===== src/rtl/core_pkg.sv =====
// Shared core definitions: memory op encodings and store-path types.
// Optional feature macro used by the store path: MEM_STORE_SPLIT_EN.
package core;

    // Memory op code: MSB set marks a store, lower bits select the width.
    localparam int MEM_OP_BITS = 4;
    localparam logic STORE_PRFX = 1'b1;

    typedef logic [MEM_OP_BITS-1:0] mem_op_t;

    localparam mem_op_t MEM_NOP = 4'b0000;
    localparam mem_op_t LB      = 4'b0001;
    localparam mem_op_t LH      = 4'b0010;
    localparam mem_op_t LW      = 4'b0011;
    localparam mem_op_t LBU     = 4'b0100;
    localparam mem_op_t LHU     = 4'b0101;
    localparam mem_op_t SB      = 4'b1000;
    localparam mem_op_t SH      = 4'b1001;
    localparam mem_op_t SW      = 4'b1010;

    // Data memory byte-enable width (one bit per byte lane of a 32-bit word).
    localparam int DMEM_BE_W = 4;

    // Store sequencer states.
    typedef enum logic [1:0] {
        IDLE    = 2'd0,
        BEAT_LO = 2'd1,
        BEAT_HI = 2'd2
    } st_state_t;

    // True for any op the store path should act on.
    function automatic logic is_store(input mem_op_t op);
        return (op != MEM_NOP) && (op[MEM_OP_BITS-1] == STORE_PRFX);
    endfunction

endpackage


===== src/rtl/mem_store_align_lane_gen.sv =====
// Combinational store lane generator: turns (op, byte offset, rs2 data)
// into byte enables and lane-shifted data for the low word and for the
// spill-over into the next word, plus a word-crossing (misaligned) flag.
module store_lane_gen
    import core::*;
(
    input  mem_op_t                op_i,
    input  logic [1:0]             off_i,
    input  logic [31:0]            wdata_i,
    output logic [DMEM_BE_W-1:0]   be_lo_o,
    output logic [31:0]            data_lo_o,
    output logic [DMEM_BE_W-1:0]   be_hi_o,
    output logic [31:0]            data_hi_o,
    output logic                   misaligned_o
);

    logic [DMEM_BE_W-1:0]   mask;
    logic [31:0]            src;
    logic [2*DMEM_BE_W-1:0] be_wide;
    logic [63:0]            data_wide;

    // Select the width mask and the zero-extended source, then shift both
    // across a two-word window so the spill-over lands in the upper word.
    always_comb begin
        mask = '0;
        src  = '0;
        case (op_i)
            SB: begin
                mask = 4'b0001;
                src  = {24'b0, wdata_i[7:0]};
            end
            SH: begin
                mask = 4'b0011;
                src  = {16'b0, wdata_i[15:0]};
            end
            SW: begin
                mask = 4'b1111;
                src  = wdata_i;
            end
            default: begin
                mask = '0;
                src  = '0;
            end
        endcase
        be_wide      = {4'b0000, mask} << off_i;
        data_wide    = {32'b0, src} << {off_i, 3'b000};
        misaligned_o = ((op_i == SH) && (off_i == 2'd3)) ||
                       ((op_i == SW) && (off_i != 2'd0));
    end

    assign be_lo_o = be_wide[DMEM_BE_W-1:0];
    assign be_hi_o = be_wide[2*DMEM_BE_W-1:DMEM_BE_W];

    // Disabled lanes are forced to zero so the bus never carries stale bytes.
    generate
        for (genvar gi = 0; gi < DMEM_BE_W; gi++) begin : g_lane
            assign data_lo_o[8*gi +: 8] = be_lo_o[gi] ? data_wide[8*gi +: 8]      : 8'h00;
            assign data_hi_o[8*gi +: 8] = be_hi_o[gi] ? data_wide[32 + 8*gi +: 8] : 8'h00;
        end
    endgenerate

endmodule


===== src/rtl/mem_store_align.sv =====
// MEM-stage store aligner: accepts SB/SH/SW, drives a req/gnt data-memory
// beat with byte strobes and lane-aligned data, and stalls the pipeline
// until the store is granted. A grant timeout raises bus_err_o.
// Macro MEM_STORE_SPLIT_EN: when defined, word-crossing stores are issued
// as two beats; otherwise they are rejected with misaligned_o.
module mem_store_align
    import core::*;
#(
    parameter int GNT_TIMEOUT = 16
) (
    input  logic                  clk_i,
    input  logic                  rst_ni,
    input  logic                  req_valid_i,
    input  logic [MEM_OP_BITS-1:0] mem_op_i,
    input  logic [31:0]           addr_i,
    input  logic [31:0]           wdata_i,
    output logic                  stall_o,
    output logic                  dmem_req_o,
    output logic [31:0]           dmem_addr_o,
    output logic [31:0]           dmem_wdata_o,
    output logic [DMEM_BE_W-1:0]  dmem_be_o,
    input  logic                  dmem_gnt_i,
    output logic                  done_o,
    output logic                  misaligned_o,
    output logic                  bus_err_o
);

    localparam int TMO_W = (GNT_TIMEOUT > 0) ? $clog2(GNT_TIMEOUT + 1) : 1;
    localparam logic [TMO_W-1:0] TMO_LIMIT = TMO_W'(GNT_TIMEOUT);
    localparam bit TMO_EN = (GNT_TIMEOUT != 0);

    st_state_t         state_q, state_d;
    mem_op_t           op_q, op_d;
    logic [1:0]        off_q, off_d;
    logic [31:0]       addr_q, addr_d;
    logic [31:0]       wdata_q, wdata_d;
    logic [TMO_W-1:0]  tmo_q, tmo_d;

    logic [DMEM_BE_W-1:0] be_lo, be_hi;
    logic [31:0]          data_lo, data_hi;
    logic                 lane_mis;
    logic                 accept;
    logic                 timed_out;
    logic                 split_beat;
    logic                 reject_mis;

    store_lane_gen u_lane_gen (
        .op_i         (op_q),
        .off_i        (off_q),
        .wdata_i      (wdata_q),
        .be_lo_o      (be_lo),
        .data_lo_o    (data_lo),
        .be_hi_o      (be_hi),
        .data_hi_o    (data_hi),
        .misaligned_o (lane_mis)
    );

`ifdef MEM_STORE_SPLIT_EN
    assign split_beat = lane_mis;
    assign reject_mis = 1'b0;
`else
    assign split_beat = 1'b0;
    assign reject_mis = lane_mis;
`endif

    assign accept    = (state_q == IDLE) && req_valid_i && is_store(mem_op_i);
    assign timed_out = TMO_EN && (tmo_q == TMO_LIMIT);

    // Next-state, capture and bus/handshake outputs for the store sequencer.
    always_comb begin
        state_d      = state_q;
        op_d         = op_q;
        off_d        = off_q;
        addr_d       = addr_q;
        wdata_d      = wdata_q;
        tmo_d        = tmo_q;
        stall_o      = 1'b0;
        dmem_req_o   = 1'b0;
        dmem_addr_o  = '0;
        dmem_wdata_o = '0;
        dmem_be_o    = '0;
        done_o       = 1'b0;
        misaligned_o = 1'b0;
        bus_err_o    = 1'b0;

        case (state_q)
            IDLE: begin
                if (accept) begin
                    stall_o = 1'b1;
                    op_d    = mem_op_i;
                    off_d   = addr_i[1:0];
                    addr_d  = {addr_i[31:2], 2'b00};
                    wdata_d = wdata_i;
                    tmo_d   = '0;
                    state_d = BEAT_LO;
                end
            end

            BEAT_LO: begin
                if (reject_mis) begin
                    // Word-crossing store without split support: no beat.
                    misaligned_o = 1'b1;
                    state_d      = IDLE;
                end else if (timed_out) begin
                    bus_err_o = 1'b1;
                    tmo_d     = '0;
                    state_d   = IDLE;
                end else begin
                    dmem_req_o   = 1'b1;
                    dmem_addr_o  = addr_q;
                    dmem_be_o    = be_lo;
                    dmem_wdata_o = data_lo;
                    stall_o      = 1'b1;
                    if (dmem_gnt_i) begin
                        tmo_d = '0;
                        if (split_beat) begin
                            state_d = BEAT_HI;
                        end else begin
                            done_o  = 1'b1;
                            stall_o = 1'b0;
                            state_d = IDLE;
                        end
                    end else if (TMO_EN) begin
                        tmo_d = tmo_q + TMO_W'(1);
                    end
                end
            end

            BEAT_HI: begin
                if (timed_out) begin
                    bus_err_o = 1'b1;
                    tmo_d     = '0;
                    state_d   = IDLE;
                end else begin
                    dmem_req_o   = 1'b1;
                    dmem_addr_o  = addr_q + 32'd4;
                    dmem_be_o    = be_hi;
                    dmem_wdata_o = data_hi;
                    stall_o      = 1'b1;
                    if (dmem_gnt_i) begin
                        tmo_d   = '0;
                        done_o  = 1'b1;
                        stall_o = 1'b0;
                        state_d = IDLE;
                    end else if (TMO_EN) begin
                        tmo_d = tmo_q + TMO_W'(1);
                    end
                end
            end

            default: begin
                tmo_d   = '0;
                state_d = IDLE;
            end
        endcase
    end

    // State and captured-store registers; reset discards any pending beat.
    always_ff @(posedge clk_i or negedge rst_ni) begin
        if (!rst_ni) begin
            state_q <= IDLE;
            op_q    <= MEM_NOP;
            off_q   <= '0;
            addr_q  <= '0;
            wdata_q <= '0;
            tmo_q   <= '0;
        end else begin
            state_q <= state_d;
            op_q    <= op_d;
            off_q   <= off_d;
            addr_q  <= addr_d;
            wdata_q <= wdata_d;
            tmo_q   <= tmo_d;
        end
    end

endmodule


===== config.mk =====
export PLATFORM = sky130hd
export DESIGN_NAME = mem_store_align
export DESIGN_NICKNAME = d
export VERILOG_FILES = /design/src/rtl/core_pkg.sv /design/src/rtl/mem_store_align_lane_gen.sv /design/src/rtl/mem_store_align.sv
export SDC_FILE = /design/constraint.sdc
export NUM_CORES = 1
export LEC_CHECK = 0
export CAP_MARGIN = 40
export CORE_ASPECT_RATIO = 0.5
export CORE_MARGIN = 5
export CORE_UTILIZATION = 49
export CTS_CLUSTER_DIAMETER = 40
export DETAILED_ROUTE_END_ITERATION = 10
export GPL_TIMING_DRIVEN = 0
export PLACE_DENSITY = 0.78
export SYNTH_ARGS = -nofsm -noshare
export SYNTH_HDL_FRONTEND = slang
export SYNTH_SLANG_ARGS = --single-unit

===== constraint.sdc =====
create_clock -name clk_i -period 2.95 [get_ports clk_i]
set_input_delay 0.59 -clock clk_i [delete_from_list [all_inputs] [get_ports clk_i]]
set_output_delay 0.59 -clock clk_i [all_outputs]
set_load 0.005 [all_outputs]

==> results of run 1 <==
-- stage by stage --
stage	power [µW]	instance area, µm²
floorplan	3670	5100
global placement	4610	6700
detailed placement	4680	6720
CTS	6430	7660
global route	7500	8150
finish	7220	8150
-- cells in the final DEF, fill, tap and decap left out, types with 11 or more instances in the layout --
cell type / n
sky130_fd_sc_hd__buf_4: 66
sky130_fd_sc_hd__a31oi_1: 13
sky130_fd_sc_hd__nand4_1: 11
sky130_fd_sc_hd__o21ai_0: 24
sky130_fd_sc_hd__a22o_1: 11
sky130_fd_sc_hd__nand3_1: 14
sky130_fd_sc_hd__nor3_1: 12
sky130_fd_sc_hd__mux2_2: 69
sky130_fd_sc_hd__and3_1: 12
sky130_fd_sc_hd__nor2_2: 11
sky130_fd_sc_hd__clkbuf_2: 27
sky130_fd_sc_hd__nor2_1: 26
sky130_fd_sc_hd__buf_6: 15
sky130_fd_sc_hd__nand2_1: 35
sky130_fd_sc_hd__a21oi_1: 31
sky130_fd_sc_hd__o21ai_1: 15
sky130_fd_sc_hd__dlygate4sd2_1: 19
sky130_fd_sc_hd__dfrtp_1: 66
sky130_fd_sc_hd__clkbuf_16: 11
sky130_fd_sc_hd__clkdlybuf4s50_1: 73
-- layout make-up --
class | count | area (µm²)
Buffer | 32 | 283
Clock buffer | 12 | 256
Clock inverter | 4 | 72.6
Fill cell | 581 | 2030
Inverter | 10 | 42.5
Multi-Input combinational cell | 430 | 3540
Sequential cell | 75 | 1890
Tap cell | 140 | 175
Timing Repair Buffer | 213 | 1900
-- power breakdown --
group          total, µW  switching, µW  leakage, µW  internal (µW)
Combinational       3840           2090      0.00249           1760
Clock               1240            449     0.000159            786
Sequential          2140            647     0.000880           1500
Total               7220           3180      0.00353           4040
-- kinds of logic after synthesis --
logic type / after synthesis / share of synthesized area [%]
and+or+nand+nor: 183 / 20.1
AOI/OAI and AO/OA: 157 / 20.1
muxes: 78 / 17.0
DFF: 75 / 36.8
buffers and inverters: 47 / 3.93
adders and majority gates: 7 / 1.72
xor gates and xnor gates: 2 / 0.344
other: 1 / 0.0736
-- per-layer routing --
layer	vias to the layer above	routed length, µm
met1	2982	8090
met3	158	2270
met5	-	0
li1	2534	-
met2	495	10500
met4	0	1250
-- cells in the mapped netlist (2+ instances only) --
| library cell | n | area (µm²) |
|---|---|---|
| sky130_fd_sc_hd__a21o_1 | 5 | 37.5 |
| sky130_fd_sc_hd__a21oi_1 | 37 | 185 |
| sky130_fd_sc_hd__a222oi_1 | 6 | 60.1 |
| sky130_fd_sc_hd__a22o_1 | 11 | 96.3 |
| sky130_fd_sc_hd__a22oi_1 | 7 | 52.6 |
| sky130_fd_sc_hd__a31oi_1 | 15 | 93.8 |
| sky130_fd_sc_hd__and2_1 | 4 | 25.0 |
| sky130_fd_sc_hd__and3_1 | 15 | 93.8 |
| sky130_fd_sc_hd__buf_1 | 3 | 11.3 |
| sky130_fd_sc_hd__buf_2 | 10 | 50.1 |
| sky130_fd_sc_hd__buf_4 | 3 | 22.5 |
| sky130_fd_sc_hd__clkbuf_1 | 21 | 78.8 |
| sky130_fd_sc_hd__dfrtp_1 | 75 | 1880 |
| sky130_fd_sc_hd__ha_1 | 7 | 87.6 |
| sky130_fd_sc_hd__inv_1 | 9 | 33.8 |
| sky130_fd_sc_hd__mux2_2 | 69 | 777 |
| sky130_fd_sc_hd__mux2i_1 | 9 | 90.1 |
| sky130_fd_sc_hd__nand2_1 | 39 | 146 |
| sky130_fd_sc_hd__nand2b_1 | 5 | 31.3 |
| sky130_fd_sc_hd__nand3_1 | 22 | 110 |
| sky130_fd_sc_hd__nand3b_1 | 2 | 15.0 |
| sky130_fd_sc_hd__nand4_1 | 11 | 68.8 |
| sky130_fd_sc_hd__nand4_4 | 2 | 42.5 |
| sky130_fd_sc_hd__nand4b_1 | 2 | 17.5 |
| sky130_fd_sc_hd__nand4bb_1 | 2 | 22.5 |
| sky130_fd_sc_hd__nor2_1 | 40 | 150 |
| sky130_fd_sc_hd__nor2b_1 | 2 | 12.5 |
| sky130_fd_sc_hd__nor3_1 | 15 | 75.1 |
| sky130_fd_sc_hd__nor3b_1 | 4 | 30.0 |
| sky130_fd_sc_hd__nor4_4 | 3 | 63.8 |
| sky130_fd_sc_hd__o211ai_1 | 4 | 30.0 |
| sky130_fd_sc_hd__o21ai_0 | 42 | 210 |
| sky130_fd_sc_hd__o22ai_1 | 3 | 18.8 |
| sky130_fd_sc_hd__o2bb2ai_1 | 8 | 70.1 |
| sky130_fd_sc_hd__o31ai_1 | 6 | 45.0 |
| sky130_fd_sc_hd__or2_2 | 2 | 12.5 |
| sky130_fd_sc_hd__or3_1 | 6 | 37.5 |
| sky130_fd_sc_hd__or4_1 | 2 | 15.0 |
-- state kept, by name, indices dropped and copies added (netlist names) --
register	flops
wdata_q	32
addr_q	30
tmo_q	5
op_q	4
off_q	2
state_q	2
-- worst max-delay path by stage --
stage / start / endpoint / cells after the start
5_1_grt: op_q[2] / dmem_be_o[1] / 7
3_5_place_dp: state_q[0] / dmem_wdata_o[21] / 8
6_report: addr_q[19] / dmem_addr_o[28] / 8
2_1_floorplan: state_q[0] / dmem_wdata_o[22] / 6
4_1_cts: addr_q[4] / dmem_addr_o[19] / 6
3_3_place_gp: rst_ni / wdata_q[16] / 1
-- what timing repair did --
item	4_1_cts	5_1_grt
buffers inserted	36	30
pin swaps	17	23
endpoints found under the setup margin	70	66
cloned	2	3
resized for setup	170	166
==> results.env, run 1 <==
MAX_CAP_VIOLATIONS=0
DETAIL_ROUTE.WIRELENGTH_MM=22.1
POSTSYNTH.TOPFLOPCELL='sky130_fd_sc_hd__dfrtp_1'
OVERFLOW=0
SEQ_AREA_FRAC_SYNTH_PCT=36.8
SYNTH_EDF_COUNT=0
STARTPOINT_TYPE='flop'
CRIT_CHAIN='nand4_1, buf_4, buf_4, nor2_4, nand4_1, a21oi_1, o21ai_1, dlymetal6s2s_1'
CRITICAL_PATH.TOP_DELAY_FAMILY='simple AND/OR/NAND/NOR gates'
INITIAL_UTILIZATION_PCT=50.1
POWERDENSITY_nW_PER_UM2=885
FMAXACHIEVABLE_MHz=321
POST_SYNTH_INST_COUNT=550
FINISH.NET_COUNT=850
TOTAL_LEAKAGE_POWER_uW=0.00353
SETUP_CRIT_END_KIND='output port'
STATUS='finished, violations left'
DIE_H_UM=82.1
UNREPAIRED_SETUP_ENDPOINTS_AFTER_GLOBAL_ROUTING='yes'
GRTUSAGEMET2_PCT=52.7
CLOCK_TREE_FROM_TRITONCTS='yes'
CTSROOTBUFFERMASTER='sky130_fd_sc_hd__clkbuf_16'
FF2FF_PATH_DEPTH=8
DIE_AREA_UM2=12700
CRIT_PATH_MAX_FANOUT=8
POST_SYNTH_INSTANCE_AREA_UM2=5100
CRITPATHKIND='reg2out'
WIRE_LENGTH_OF_THE_FIRST_GLOBAL_ROUTING_PASS_MM=29.6
FIRST_GLOBAL_VIAS=5542
LAYOUT_WORST_PATH_CYCLE_SHARE_PCT=106
CLKLATENCYLATEPIN_NS=0.34
GR-USAGE-MET3_PCT=6.61
CRITICAL-PATH-SLOWEST-CELL='sky130_fd_sc_hd__dfrtp_1'
CLKSLEWWORSTSETUPHOLDPATHS_NS=0.06
TRITONCTS.NUM_BUFFERS=9
LAYOUT-DRIVE-GT1-SHARE_PCT=40.3
SYNTH.YOSYS.WARNINGS=0
TIGHTEST_SLEW_NS=0.634
GLOBAL_ROUTE.USAGE.MET1_PCT=35.5
VDD_IR_DROP_MAX_uV=458
FP.COREAREA_UM2=10200
WORST-ENDPOINT-REQUIRED_NS=2.36
MAX-SLEW-MARGIN-REL_PCT=57.8
FINAL_ANTENNA_VIOLATING_NET_COUNT=0
WORST_SETUP_SLACK_FINAL_NS=-0.170
CRITICAL_PATH.REG2REG.ENDPOINT='tmo_q[4]'
CRIT_ARRIVAL_NS=2.53
N_ANTENNA_CELL=0
FIN_WORST_SKEW_NS=0.00544
SYNTHESIS.AREA_PER_INSTANCE_UM2=9.27
CTS.SINK_COUNT=75
DETAIL_ROUTE.WL_PER_CELL_UM=24.1
TNS_NS=-0.793
HOLD_BUFFERS=0
CTSLONGESTPATHBUFFERS=2
GRT_ANTENNA_BEFORE_REPAIR=0
PLACE_WORST_SETUP_SLACK_NS=-0.538
NUMBER_OF_PLACED_CELLS_COUNTING_WELL_TAPS=834
GRT_UTIL_ALL_LAYERS_PCT=29.3
CP.BUFFERS_INVERTERS=3
NETLIST-CELL-TYPE-COUNT=60
DIE_X_UM=154
NUMPORTBUFFERS=142
FINAL_CORE_UTIL_PCT=80.1
DP_HPWL_MM=12.4
IO-PIN-COUNT=145
FINALWEIGHTEDCONGESTION=0.919
WORST-R2R-SETUP-SLACK_NS=0.68
SYNTH_SEQ_CELLS=75
DRT_FIRST_PASS_ITERS=7
SETUP_VIOLATIONS=17
VIASPERCELL=6.73
BUSIEST_LAYER='met2'
MAXSLEWVIOLCOUNT=0
HOLD_VIOLATIONS=0
CRITPATHMAXSTAGEDELAY_NS=0.45
DETAILROUTE.VIA_COUNT=6169
R2R-START='off_q[1]'
LAYOUT_MIN_CYCLE_TIME_NS=3.12
FIN_HOLD_WS_NS=0.144
FAILING_CHECKS='setup timing'
CTS-HTREE-LEVELS=3
LAYOUTNONFILLERINSTCOUNT=916
DETAILEDROUTE.FIRSTITERATIONVIOLATIONS=810
HP-CLASS='in2async'
ROWS=26
LARGEST_NET_DEGREE_AT_THE_START_OF_GLOBAL_ROUTING=54
REMAINING_DRC_ERRORS=0
ASYNC_RESET_FF_SHARE_PCT=100
FLOW.AREA_GROWTH_FROM_SYNTHESIS_PCT=59.9
Power figures use the tool's default switching activity.
==> run 2: changes to the inputs <==
--- a/config.mk
+++ b/config.mk
@@ -8,11 +8,12 @@
 export CAP_MARGIN = 40
 export CORE_ASPECT_RATIO = 0.5
 export CORE_MARGIN = 5
-export CORE_UTILIZATION = 49
+export CORE_UTILIZATION = 50
 export CTS_CLUSTER_DIAMETER = 40
 export DETAILED_ROUTE_END_ITERATION = 10
 export GPL_TIMING_DRIVEN = 0
 export PLACE_DENSITY = 0.78
 export SYNTH_ARGS = -nofsm -noshare
 export SYNTH_HDL_FRONTEND = slang
+export SYNTH_HIERARCHICAL = 1
 export SYNTH_SLANG_ARGS = --single-unit
==> run 2 against run 1 <==
- the run still ends with setup timing left
- total power up 14%
- synthesized cell count is 8.9% higher
- area after synthesis grew 7.1%
==> results.env, run 2 <==
DETAIL_ROUTE.WL_PER_CELL_UM=21.7
SWSHARE_PCT=44.3
YOSYS.CELL_COUNT.TOP_TYPE='sky130_fd_sc_hd__nor2_1'
STATUS='finished, violations left'
STARTPOINT_TYPE='flop'
SYNTH.TOP_CELLS.BY_COUNT='sky130_fd_sc_hd__nor2_1 (76), sky130_fd_sc_hd__dfrtp_1 (75), sky130_fd_sc_hd__mux2_2 (69)'
WORST_SETUP_SLACK_FINAL_NS=-0.156
POWER_FRAC_CLOCK_PCT=14.2
FINAL_ANTENNA_VIOLATING_NET_COUNT=0
DETAIL_ROUTE.WIRELENGTH_MM=21.1
POST_SYNTH_INSTANCE_AREA_UM2=5460
MOST-COMMON-LAYOUT-CELLS='sky130_fd_sc_hd__clkdlybuf4s50_1 (71), sky130_fd_sc_hd__mux2_2 (69), sky130_fd_sc_hd__dfrtp_1 (69), sky130_fd_sc_hd__nor2_1 (66), sky130_fd_sc_hd__buf_4 (59)'
MAX-SLEW-MARGIN-REL_PCT=42.5
ROWS=27
NUMPORTBUFFERS=142
CLKSLEWWORSTSETUPHOLDPATHS_NS=0.06
POWERDENSITY_nW_PER_UM2=981
GRT_UTIL_ALL_LAYERS_PCT=29.0
NETLIST.TOP_CELL.BY_AREA='sky130_fd_sc_hd__dfrtp_1'
CTSROOTBUFFERMASTER='sky130_fd_sc_hd__clkbuf_16'
SYNTH.YOSYS.WARNINGS=6
FIRST_GLOBAL_VIAS=5900
DIE_H_UM=83.9
N_ANTENNA_CELL=0
INTERNAL_POWER_uW=4590
DETAILROUTE.VIA_COUNT=6014
CTS-HTREE-LEVELS=3
LAYOUT_MIN_CYCLE_TIME_NS=3.11
CRIT_ARRIVAL_NS=2.52
MAXSLEWVIOLCOUNT=0
NETLIST-CELL-TYPE-COUNT=67
SWITCHING_POWER_uW=3650
CRITPATHKIND='reg2out'
SETUP_CRIT_END_KIND='output port'
POSTSYNTH.TOPFLOPCELL='sky130_fd_sc_hd__dfrtp_1'
UNREPAIRED_SETUP_ENDPOINTS_AFTER_GLOBAL_ROUTING='yes'
DESIGN_POWER_TOTAL_uW=8240
IO-PIN-COUNT=145
LAYOUTNONFILLERINSTCOUNT=974
SYNTHESIS.AREA_PER_INSTANCE_UM2=9.11
CTS.SINK_COUNT=75
REGISTERS_WITH_THE_HIGHEST_FLIP_FLOP_COUNTS='wdata_q (32), addr_q (30), tmo_q (5)'
CRIT_PATH_MAX_FANOUT=5
NUMBER_OF_PLACED_CELLS_COUNTING_WELL_TAPS=896
LAYOUT_WORST_PATH_CYCLE_SHARE_PCT=105
LARGEST_REGISTER_FFS=32
FP.COREAREA_UM2=10800
LAYOUT-DRIVE-GT1-SHARE_PCT=43.4
LARGEST_NET_DEGREE_AT_THE_START_OF_GLOBAL_ROUTING=47
POST_SYNTH_INST_COUNT=599
FINALWEIGHTEDCONGESTION=0.890
SEQ_AREA_FRAC_SYNTH_PCT=34.4
TOTAL_LEAKAGE_POWER_uW=0.00358
LAYOUT.CELLS.MOST_COMMON='sky130_fd_sc_hd__clkdlybuf4s50_1'
CLOCK_TREE_FROM_TRITONCTS='yes'
COMB_PWR_SHARE_PCT=59.1
HOLD_VIOLATIONS=0
GRT_ANTENNA_BEFORE_REPAIR=0
INITIAL_UTILIZATION_PCT=50.3
NETLIST.AREA_LEADER.SHARE_PCT=34.4
HOLD_BUFFERS=0
WORST-ENDPOINT-REQUIRED_NS=2.36
CLKLATENCYLATEPIN_NS=0.35
REGISTER_SHARE_OF_TOTAL_POWER_PCT=26.7
FMAXACHIEVABLE_MHz=322
DIE_AREA_UM2=13200
CTSLONGESTPATHBUFFERS=2
REGMOSTFLOPS='wdata_q'
DRT_FIRST_PASS_ITERS=6
DETAILEDROUTE.FIRSTITERATIONVIOLATIONS=672
SYNTH_EDF_COUNT=0
TNS_NS=-2.86
PLACEDINSTANCEAREA_UM2=7120
VIASPERCELL=6.17
POST_ROUTE_DESIGN_AREA_UM2=8400
MAX_CAP_VIOLATIONS=0
ASYNC_RESET_FF_SHARE_PCT=100
TIGHTEST_SLEW_NS=0.862
DP_HPWL_MM=12.7
REMAINING_DRC_ERRORS=0
SYNTH_TOP_CELLS_BY_AREA='sky130_fd_sc_hd__dfrtp_1 (34%), sky130_fd_sc_hd__mux2_2 (14%), sky130_fd_sc_hd__a22oi_1 (5.6%)'
FLOW.AREA_GROWTH_FROM_SYNTHESIS_PCT=53.9
SETUP_VIOLATIONS=46
VDD_IR_DROP_MAX_uV=585
SYNTH_SEQ_CELLS=75
DIE_X_UM=158
FIN_WORST_SKEW_NS=0.00732
FIN_HOLD_WS_NS=0.165
FAILING_CHECKS='setup timing'
FINISH.NET_COUNT=903
HP-CLASS='in2async'
OVERFLOW=0
TRITONCTS.NUM_BUFFERS=9
WIRE_LENGTH_OF_THE_FIRST_GLOBAL_ROUTING_PASS_MM=30.8
## run 2: cell types whose count changed after synthesis, moves of 16 or more
cell	change
sky130_fd_sc_hd__o21ai_0	-16
sky130_fd_sc_hd__nor2_1	+36
sky130_fd_sc_hd__a21oi_1	-17
sky130_fd_sc_hd__a22oi_1	+34
sky130_fd_sc_hd__and2_1	+25
## run 2: worst paths after layout
path                       startpoint         endpoint  slack, ns  cells after the start
min in group clk_i           off_q[0]         off_q[0]       0.53                      1
min reg2reg                  off_q[0]         off_q[0]       0.53                      1
max reg2reg                state_q[1]         tmo_q[2]       0.72                      7
max in group asynchronous      rst_ni          op_q[0]       2.19                      2
min                            rst_ni       wdata_q[5]       0.17                      1
max                           op_q[1]  dmem_addr_o[12]      -0.16                     12
## run 2: cells by family (layout without fill, tap and decap cells)
kind of cell	after synthesis	in the layout	synth area share, %
xor+xnor	3	3	0.481
flops	75	75	34.4
mux	77	77	15.7
buf+inv	63	282	5.48
other cells	2	11	0.138
simple gates	211	213	20.6
fa+ha+maj	7	7	1.60
compound gates	161	161	21.6
## run 2: power groups by stage
| stage | registers, µW | clock network (µW) | logic (µW) |
|---|---|---|---|
| 6_report | 2200 | 1170 | 4870 |
| 5_1_grt | 2250 | 1220 | 5100 |
| 4_1_cts | 2100 | 1170 | 4210 |
| 3_5_place_dp | 2120 | 0 | 3230 |
| 3_3_place_gp | 2090 | 0 | 3160 |
| 2_1_floorplan | 1920 | 0 | 2200 |
## run 2: per-layer routing
metal	track usage (%)	part of all wire [%]
met4	10.4	3.3
met2	48.5	49
met5	0	0
met3	5.70	9.5
met1	37.3	39
## run 2: metrics by stage
| step | worst slack (ns) | utilization, % |
|---|---|---|
| global route | -0.233 | 77.5 |
| finish | -0.156 | 77.5 |
| floorplan | 0.205 | - |
| CTS | -0.0884 | 74.8 |
| global placement | -1.31 | 65.4 |
| detailed placement | -0.989 | 65.7 |
## run 2: cell type report
class | instances | area [µm²]
flip-flops and latches | 75 | 1880
well taps | 145 | 181
plain buffers | 46 | 402
clock buffers | 13 | 270
inverters | 15 | 56.3
clock inverters | 3 | 43.8
multi-input cells | 472 | 3870
repair buffers | 205 | 1690
fillers | 679 | 2440
## run 2: repair_timing
| action | CTS | global route |
|---|---|---|
| endpoints found under the setup margin | 70 | 68 |
| pin swaps | 42 | 27 |
| gates cloned | 3 | 3 |
| resized for setup | 319 | 113 |
| buffers inserted | 44 | 16 |
## run 2: critical path, cell delays in order (launching register included)
cell,delay [ns]
sky130_fd_sc_hd__dfrtp_1,0.40
sky130_fd_sc_hd__buf_6,0.14
sky130_fd_sc_hd__nor2b_4,0.13
sky130_fd_sc_hd__a22oi_2,0.21
sky130_fd_sc_hd__nor2b_2,0.09
sky130_fd_sc_hd__nor2b_2,0.16
sky130_fd_sc_hd__buf_4,0.14
sky130_fd_sc_hd__and2_4,0.17
sky130_fd_sc_hd__buf_6,0.16
sky130_fd_sc_hd__buf_6,0.13
sky130_fd_sc_hd__o21ai_0,0.10
sky130_fd_sc_hd__a21oi_1,0.20
sky130_fd_sc_hd__buf_2,0.15
==> run 3: changes to the inputs <==
==> constraint.sdc (replaced) <==
create_clock -name clk_i -period 3 [get_ports clk_i]
set_input_delay 0.6 -clock clk_i [delete_from_list [all_inputs] [get_ports clk_i]]
set_output_delay 0.6 -clock clk_i [all_outputs]
set_load 0.005 [all_outputs]
==> run 3 against run 2 <==
- worst hold slack better by 0.013 ns
- core utilization down 1.8 points
- non-clock buffer count down 1
- via count up 0.18%
- the flow still finishes with violations (setup timing)
- final cell count down 0.21%
- critical endpoint is now dmem_wdata_o[2]
==> results.env, run 3 (synthesized netlist as in run 2, its figures left out) <==
STATUS='finished, violations left'
FAILING_CHECKS='setup timing'
CTS.SINK_COUNT=75
DETAILROUTE.VIA_COUNT=6025
MAX-SLEW-MARGIN-REL_PCT=43.0
SETUP_VIOLATIONS=10
VIASPERCELL=6.20
CRITPATHMAXSTAGEDELAY_NS=0.45
FLOW.AREA_GROWTH_FROM_SYNTHESIS_PCT=50.4
GRT_UTIL_ALL_LAYERS_PCT=27.6
VDD_IR_DROP_MAX_uV=470
CRITICAL-PATH-SLOWEST-CELL='sky130_fd_sc_hd__dfrtp_2'
FIN_WORST_SKEW_NS=0.00872
GR-USAGE-MET3_PCT=4.97
CRIT_CHAIN='buf_4, a22oi_2, nor2b_2, nor2b_2, and2_4, clkbuf_16, buf_12, clkbuf_16, a22oi_2, nor2_2, buf_2'
DIE_H_UM=83.9
REGISTER_SHARE_OF_TOTAL_POWER_PCT=27.5
LAYOUT-DRIVE-GT1-SHARE_PCT=40.1
WORST-ENDPOINT-REQUIRED_NS=2.40
PLACEDINSTANCEAREA_UM2=7120
WIRE_LENGTH_OF_THE_FIRST_GLOBAL_ROUTING_PASS_MM=29.3
COMB_PWR_SHARE_PCT=57.7
LARGEST_REGISTER_FFS=32
SWSHARE_PCT=43.4
N_ANTENNA_CELL=0
DESIGN_POWER_TOTAL_uW=7770
BUSIEST_LAYER='met2'
NUM-FILL-CELLS=738
POWER_FRAC_CLOCK_PCT=14.8
CRITICAL_PATH.TOP_DELAY_FAMILY='buffers and inverters'
DRT_FIRST_PASS_ITERS=5
UNREPAIRED_SETUP_ENDPOINTS_AFTER_GLOBAL_ROUTING='yes'
OVERFLOW=0
FINAL_CORE_UTIL_PCT=75.7
CTS-HTREE-LEVELS=3
CRIT_ARRIVAL_NS=2.46
STARTPOINT_TYPE='flop'
HOLD_BUFFERS=0
CLKSLEWWORSTSETUPHOLDPATHS_NS=0.06
REGMOSTFLOPS='wdata_q'
LAYOUT_MIN_CYCLE_TIME_NS=3.06
INITIAL_UTILIZATION_PCT=50.3
NUMPORTBUFFERS=142
HP-CLASS='in2async'
GLOBAL_ROUTE.USAGE.MET1_PCT=36.6
WORST_SETUP_SLACK_FINAL_NS=-0.0623
CLOCK_TREE_FROM_TRITONCTS='yes'
HOLD_VIOLATIONS=0
CTSROOTBUFFERMASTER='sky130_fd_sc_hd__clkbuf_16'
FP.COREAREA_UM2=10800
LAYOUT_WORST_PATH_CYCLE_SHARE_PCT=102
GRT_ANTENNA_BEFORE_REPAIR=0
FINALWEIGHTEDCONGESTION=0.890
DIE_AREA_UM2=13200
FIRST_GLOBAL_VIAS=5575
DETAIL_ROUTE.WL_PER_CELL_UM=20.5
POST_ROUTE_DESIGN_AREA_UM2=8210
SWITCHING_POWER_uW=3370
FINISH.NET_COUNT=901
CRIT_PATH_MAX_FANOUT=10
CRITPATHKIND='reg2out'
CLKLATENCYLATEPIN_NS=0.34
CTSLONGESTPATHBUFFERS=2
REMAINING_DRC_ERRORS=0
FINAL_ANTENNA_VIOLATING_NET_COUNT=0
MAX_CAP_VIOLATIONS=0
FMAXACHIEVABLE_MHz=327
MOST-COMMON-LAYOUT-CELLS='sky130_fd_sc_hd__clkdlybuf4s50_1 (71), sky130_fd_sc_hd__dfrtp_1 (70), sky130_fd_sc_hd__mux2_2 (69), sky130_fd_sc_hd__buf_4 (68), sky130_fd_sc_hd__nor2_1 (67)'
TOTAL_LEAKAGE_POWER_uW=0.00352
POWERDENSITY_nW_PER_UM2=946
LARGEST_NET_DEGREE_AT_THE_START_OF_GLOBAL_ROUTING=47
DP_HPWL_MM=12.7
SETUP_CRIT_END_KIND='output port'
TRITONCTS.NUM_BUFFERS=9
DETAILEDROUTE.FIRSTITERATIONVIOLATIONS=685
FIN_HOLD_WS_NS=0.178
IO-PIN-COUNT=145
ROWS=27
TIGHTEST_SLEW_NS=0.856
GRTUSAGEMET2_PCT=46.6
LAYOUT.CELLS.MOST_COMMON='sky130_fd_sc_hd__clkdlybuf4s50_1'
DETAIL_ROUTE.WIRELENGTH_MM=19.9
MAXSLEWVIOLCOUNT=0
DIE_X_UM=158
REGISTERS_WITH_THE_HIGHEST_FLIP_FLOP_COUNTS='wdata_q (32), addr_q (30), tmo_q (5)'
CP.BUFFERS_INVERTERS=5
INTERNAL_POWER_uW=4390
==> run 3: cell type report <==
| cell class | instances | area [µm²] | area share, % |
|---|---|---|---|
| clock buffer | 13 | 270 | 3.29 |
| multi-input combinational | 471 | 3690 | 45.0 |
| clock inverter | 3 | 43.8 | 0.534 |
| tap | 145 | 181 | 2.21 |
| timing repair buffer | 205 | 1690 | 20.6 |
| inverter | 15 | 56.3 | 0.686 |
| sequential | 75 | 1880 | 22.9 |
| buffer | 45 | 389 | 4.74 |
==> run 3: what timing repair did <==
| item | 4_1_cts | 5_1_grt |
|---|---|---|
| setup endpoints to repair | 70 | 64 |
| pin swaps | 29 | 31 |
| buffers inserted | 32 | 27 |
| resized for setup | 297 | 84 |
| cloned | 1 | 3 |
==> run 3: path summary, 6_finish.rpt <==
| check | startpoint | endpoint | slack, ns | cells after the start |
|---|---|---|---|---|
| max | off_q[1] | dmem_wdata_o[2] | -0.06 | 11 |
| min | rst_ni | wdata_q[5] | 0.18 | 1 |
| max reg2reg | state_q[1] | off_q[1] | 0.82 | 5 |
| min reg2reg | off_q[0] | off_q[0] | 0.53 | 1 |
| max in group asynchronous | rst_ni | op_q[0] | 2.22 | 2 |
| min in group clk_i | off_q[0] | off_q[0] | 0.53 | 1 |
==> run 3: power groups by stage <==
stage                     combinational (µW)  clock, µW  sequential [µW]
after global routing                    4720       1200             2200
after floorplan                         2160          0             1890
after CTS                               3930       1150             2060
after global placement                  3110          0             2060
after detailed placement                3180          0             2090
final                                   4480       1150             2130
==> run 3: stage by stage <==
step                worst slack [ns]  std cells  setup TNS (ns)
finish                       -0.0623        972          -0.290
global route                  -0.150        972           -3.30
CTS                          -0.0787        944          -0.131
detailed placement            -0.949        896          -44.33
global placement               -1.27        895         -138.85
floorplan                      0.245        608               0
==> run 3: metal layers <==
layer | wire length (µm) | share of wire [%] | vias to the layer above
li1 | - | - | 2639
met1 | 8140 | 41 | 2969
met2 | 9570 | 48 | 362
met3 | 1770 | 8.9 | 55
met4 | 457 | 2.3 | 0
met5 | 0 | 0 | -
